$ cat src/rtl/pc_sequencer.sv
// Fetch-side PC controller: owns the PC, resolves jr/j/branch redirects,
// handshakes with instruction memory and emits a flush bubble after taken transfers.
module pc_sequencer #(
    parameter int unsigned      WIDTH    = 32,
    parameter logic [WIDTH-1:0] RESET_PC = '0,
    parameter int unsigned      STEP     = 4
) (
    input  logic             clk,
    input  logic             reset,
    input  logic             stall,
    input  logic             jr,
    input  logic             j,
    input  logic             branch,
    input  logic             zero,
    input  logic [WIDTH-1:0] branch_target,
    input  logic [WIDTH-1:0] jump_target,
    input  logic [WIDTH-1:0] jr_target,
    input  logic             imem_ready,
    output logic [WIDTH-1:0] pc,
    output logic             imem_req,
    output logic             instr_valid,
    output logic [1:0]       pcsrc,
    output logic             flush
);

    typedef enum logic [1:0] {
        S_BOOT     = 2'd0,
        S_FETCH    = 2'd1,
        S_HOLD     = 2'd2,
        S_REDIRECT = 2'd3
    } state_t;

    localparam logic [1:0] SRC_SEQ    = 2'b00;
    localparam logic [1:0] SRC_BRANCH = 2'b01;
    localparam logic [1:0] SRC_JUMP   = 2'b10;
    localparam logic [1:0] SRC_JR     = 2'b11;

    state_t           state_q, state_d;
    logic [WIDTH-1:0] pc_q, pc_d;
    logic [1:0]       pcsrc_q, pcsrc_d;
    logic             complete;
    logic [WIDTH-1:0] next_pc;
    logic [1:0]       next_src;

    // Next-PC select: jr over j over taken branch over sequential.
    always_comb begin
        next_pc  = pc_q + WIDTH'(STEP);
        next_src = SRC_SEQ;
        if (jr) begin
            next_pc  = jr_target;
            next_src = SRC_JR;
        end else if (j) begin
            next_pc  = jump_target;
            next_src = SRC_JUMP;
        end else if (branch && zero) begin
            next_pc  = branch_target;
            next_src = SRC_BRANCH;
        end
    end

    always_comb begin
        state_d     = state_q;
        pc_d        = pc_q;
        pcsrc_d     = pcsrc_q;
        complete    = 1'b0;
        imem_req    = 1'b0;
        instr_valid = 1'b0;
        flush       = 1'b0;

        case (state_q)
            S_BOOT: begin
                state_d = S_FETCH;
            end
            S_FETCH: begin
                imem_req = 1'b1;
                if (imem_ready) begin
                    instr_valid = 1'b1;
                    if (stall) begin
                        state_d = S_HOLD;
                    end else begin
                        complete = 1'b1;
                    end
                end
            end
            S_HOLD: begin
                instr_valid = 1'b1;
                if (!stall) begin
                    complete = 1'b1;
                end
            end
            S_REDIRECT: begin
                flush   = 1'b1;
                state_d = S_FETCH;
            end
            default: begin
                state_d = S_BOOT;
            end
        endcase

        // A completed instruction commits the PC; taken transfers cost one bubble.
        if (complete) begin
            pc_d    = next_pc;
            pcsrc_d = next_src;
            state_d = (next_src != SRC_SEQ) ? S_REDIRECT : S_FETCH;
        end
    end

    always_ff @(posedge clk or posedge reset) begin
        if (reset) begin
            state_q <= S_BOOT;
            pc_q    <= RESET_PC;
            pcsrc_q <= SRC_SEQ;
        end else begin
            state_q <= state_d;
            pc_q    <= pc_d;
            pcsrc_q <= pcsrc_d;
        end
    end

    assign pc    = pc_q;
    assign pcsrc = pcsrc_q;

endmodule
$ cat config.mk
export PLATFORM = sky130hd
export DESIGN_NAME = pc_sequencer
export DESIGN_NICKNAME = d
export VERILOG_FILES = /design/src/rtl/pc_sequencer.sv
export SDC_FILE = /design/constraint.sdc
export NUM_CORES = 1
export LEC_CHECK = 0
export ABC_CLOCK_PERIOD_IN_PS = 2500
export CORE_MARGIN = 2
export CORE_UTILIZATION = 42
export CTS_CLUSTER_DIAMETER = 50
export DETAILED_ROUTE_END_ITERATION = 8
export PLACE_DENSITY_LB_ADDON = 0.08
export SLEW_MARGIN = 20
export SYNTH_ARGS = -nofsm -noshare
export SYNTH_HDL_FRONTEND = slang
export SYNTH_SLANG_ARGS = --single-unit
$ cat constraint.sdc
create_clock -name clk -period 2.5 [get_ports clk]
set_input_delay 0.25 -clock clk [delete_from_list [all_inputs] [get_ports clk]]
set_output_delay 0.25 -clock clk [all_outputs]
set_load 0.05 [all_outputs]
# == Yosys cells after proc, flatten, opt, wreduce, memory -nomap -nowiden ==
# Cells that the tools add are included.
# op_classes
n_addsub,1
n_eq_ne,5
mux,18
n_reduce_logical,6
# op_table
cell,n
two-way mux 32 bit,3
"adder 32 x 3 -> 32 bit, second input constant",1
two-way mux 2 bit,6
two-way mux 1 bit,6
"!= test 3 bit, second input constant",2
"equality test 2 bit, second input constant",2
one-hot mux 1 bit (2 select lines),2
one-hot mux 2 bit (2 select lines),1
AND reduction 3 bit,1
nonzero test 3 bit,1
"equality test 2 x 1 -> 1 bit, second input constant",1
zero test 2 bit,1
nonzero test 2 bit,1
OR reduction 2 bit,1
logical AND 1 bit,1
# word_totals
reg_bits,36
inputBits,104
output_inout_bits,37

# == Logic depth before layout (Yosys ltp) ==
# logic_depth
depth_word,7
mapped_depth,9

# == Least setup slack after synthesis ==
# No wires, ideal clock.
# synth_timing
path_kind,register -> register
from,reg state_q[1]
to,reg pc_q[24] (netlist: pc[24])
setup_ns,0.126
arrival_time_ns,2.255
t_required_ns,2.374
path_slack_ns,0.119
path_stages_with_launch,8
path_cell_list,dfrtp_1 > inv_1 > ha_1 > a21oi_1 > or3_1 > clkbuf_1 > a221o_1 > o311a_1
# synth_via
elab_chain_cells,2
word_cells_on_any_way,3
classes_between,2 x eq/ne; 1 x mux
# synth_rtl
item,line_no,source
"start, declared",38,"state_t state_q, state_d;"
"start signal, assigned",114,state_q <= state_d;
equality test 2 bit / equality test 2 x 1 -> 1 bit (equally long branches),70,case (state_q)
one-hot mux 1 bit (2 select lines) *,70,
"end signal, assigned",115,pc_q <= pc_d;
"end, declared",39,"logic [WIDTH-1:0] pc_q, pc_d;"
# Mark *: on every way between the ends. The rest lies on a longest branch, timed or not.
# A chain may end at the register's enable or synchronous reset.

# == Final worst setup path ==
# layout_timing
from,reg state_q[1]
to,out instr_valid
# layout_via
elab_chain_cells,2
word_cells_on_any_way,3
classes_between,2 x eq/ne; 1 x mux
# layout_rtl
item,line_no,source
equality test 2 bit / equality test 2 x 1 -> 1 bit (equally long branches),70,
one-hot mux 1 bit (2 select lines) *,70,
"end, declared",21,"output logic instr_valid,"
# Marked as above.

==> impl_metrics.csv <==
group,metric,value,unit
clocking,htreeDepth,2,
synth,synth_edf_count,0,
synth,yosys_warnings,0,
synth,syn_inst,405,
route,routed_wl,12100,um
power,p_total,4.62,mW
grt,grt_start_max_net_pins,42,
floorplanning,rows,30,
synth,synth.area.top_cells,"dfrtp_1 (30%), o21ai_0 (6.3%), nand2_1 (6.1%)",
power,switching_share,0.526,
clocking,holdBufCountCts,0,
synth,async_flop_share,1.00,
floorplanning,initial_core_util,0.441,
status,status,"finished, final reports clean",
synth,avgSynthCellArea,7.47,um2
worst_setup_path,crit_path_start_kind,"flop",
worst_setup_path,critical_path_arrival,2090,ps
finish,drive_above_1_share,0.0832,
timing,finalSetupTns,0,ps
worst_setup_path,crit_fanout,5,
power,combPwrFrac,0.624,
clocking,clockRootBuffer,"clkbuf_8",
floorplanning,dieArea,7900,um2
power,p_sw,2.43,mW
timing,max_slew_margin,0.611,
timing,setup_slack,161,ps
synth,yosysSeqAreaShare,0.298,
route,wl_per_cell,19.0,um
finish,fin_nets,649,
power,p_clk_frac,0.103,
worst_setup_path,crit_type,"reg -> out",
timing,max_freq,0.428,GHz
power,power.leakage,1.82,nW
place,numPortBuffers,140,
clocking,cts_tree,"built",
grt,track_usage,0.309,
power,seqPwrFrac,0.272,
finish,antenna_cells,0,
grt,antenna_found_initial,0,
power,p_int,2.19,mW
finish,multi_input_area,1950,um2
floorplanning,die_width,88.9,um
power,powerDensity,982,nW/um2
floorplanning,coreArea,6870,um2
floorplanning,io_pins,141,
place,dp_hpwl,8920,um
finish,fillCellCount,584,
synth,yosysMostFrequentCell,"nand2_1",
timing,finalCriticalPeriod,2340,ps
route,drt-pass1-iter-count,5,
synth,yosysTopAreaCellShare,0.298,
finish,fin_area,4700,um2
finish,seq_area,901,um2
worst_setup_path,endpoint_kind,"output port",
synth,synth_top_area_cell,"dfrtp_1",
finish,syn_to_final_growth,55.3,%
min_path,min_path_type,"in -> async",
flow_run,max_cap_viol_count,0,
synth,netlist_area,3030,um2
synth,synth-main-ff-cell,"dfrtp_1",
route,drc,0,
grt,first_global_vias,3752,
synth,ys_ff_latch,36,
place,dpl_cell_area,4600,um2
clocking,clockBufferDepth,2,
clocking,postCtsSetupBuffers,0,
worst_setup_path,crit_required,2250,ps
place,post-place-ws,318,ps
synth,synth_nets,513,
route,vias_per_cell,6.17,
floorplanning,die-height,88.9,um
timing,setup_viol,0,
clocking,cts.sinks,36,
synth,synth_common_cells,"nand2_1 (49), o21ai_0 (38), dfrtp_1 (36), a21oi_1 (33), nor2_1 (31)",
clocking,cts_resized,0,
clocking,clkLatencyLatePin,300,ps
worst_setup_path,reg2reg_slack,300,ps
grt,globalRouteOverflowTotal,0,
timing,worst_slew_pin_slew,582,ps
place,gp_congestion,0.885,
clocking,cts.clk_slew.worst_paths,80,ps
timing,final_max_slew_viol_count,0,
timing,finalCritPeriodShare,0.935,
place,placedCellCount,630,
timing,hold_viol_final,0,
timing,fin_skew,2.49,ps
clocking,cts_buffers,5,
route,ant_nets,0,
route,drtIter0Drc,306,
route,vias,3930,
synth,synth_cell_types,63,
power,ir_drop,688,uV
grt,grt_pass1_wl,18800,um
finish,final_cell_count_no_fill,637,
timing,grt_setup_unrepaired,"false",
==> routing by layer <==
metal	track usage	vias up	routed length, um
met5	0	-	0
met3	0.0499	21	998
li1	-	1824	-
met2	0.508	217	5910
met1	0.425	1868	5020
met4	0.0785	0	197
==> state kept, by name, summed over array words and instances, names as in the netlist <==
signal and cells:
pc 32, pcsrc 2, state_q 2
==> layout make-up <==
class / instances / share of cell area
Inverter: 12 / 0.00958
Sequential cell: 36 / 0.192
Multi-Input combinational cell: 325 / 0.416
Tap cell: 96 / 0.0256
Timing Repair Buffer: 161 / 0.337
Clock buffer: 7 / 0.0205
==> placed cells by master (no fill, tap or decap), types with 6 or more instances in the layout <==
cell type / Yosys / final
a31oi_1: 10 / 10
nand3_1: 20 / 20
o22ai_1: 9 / 9
buf_4: 1 / 19
nand2b_1: 7 / 7
inv_1: 11 / 11
nand2_1: 49 / 49
a21oi_1: 33 / 33
nand4_1: 9 / 9
dfrtp_1: 36 / 36
clkbuf_8: 0 / 7
o31ai_1: 9 / 9
o21ai_0: 38 / 38
nor2_1: 31 / 31
o211ai_1: 6 / 6
a221oi_1: 6 / 6
clkdlybuf4s50_1: 0 / 140
==> metrics by stage <==
| step | hold WS (ps) | util |
|---|---|---|
| after floorplan | 417 | - |
| after global placement | 470 | 0.670 |
| after detailed placement | 492 | 0.670 |
| after CTS | 406 | 0.684 |
| after global routing | 451 | 0.684 |
| final | 388 | 0.684 |
==> power by group through the flow <==
| stage | logic (mW) | clock network, mW | registers [mW] |
|---|---|---|---|
| floorplan | 0.931 | 0 | 2.07 |
| global placement | 2.82 | 0 | 1.24 |
| detailed placement | 2.87 | 0 | 1.25 |
| CTS | 2.88 | 0.480 | 1.24 |
| global route | 3.05 | 0.500 | 1.31 |
| finish | 2.88 | 0.477 | 1.26 |
==> kinds of logic (layout without fill, tap and decap cells) <==
logic type,count (synthesis),in the layout,synth area share
muxes,2,2,0.00661
and+or+nand+nor,159,159,0.265
AOI/OAI and AO/OA,159,159,0.353
buffers and inverters,44,180,0.0587
DFF,36,36,0.298
adders and majority gates,4,4,0.0165
xor gates and xnor gates,1,1,0.00289
==> final timing paths <==
check	start	endpoint	depth (start not counted)
setup reg to reg	pc[7]	pc[31]	5
hold / removal	reset	pc[6]	3
hold reg to reg	pcsrc[0]	pcsrc[0]	2
max in group asynchronous	reset	pc[13]	3
min in group clk	pcsrc[0]	pcsrc[0]	2
setup / recovery	state_q[1]	instr_valid	5
==> critical path, stage by stage, from the launching register on <==
cell and delay, ps:
dfrtp_1 420, inv_1 90, ha_1 230, a21oi_1 140, nor2_1 110, clkdlybuf4s50_1 810
Note: power is estimated with default switching activity, not from simulation.
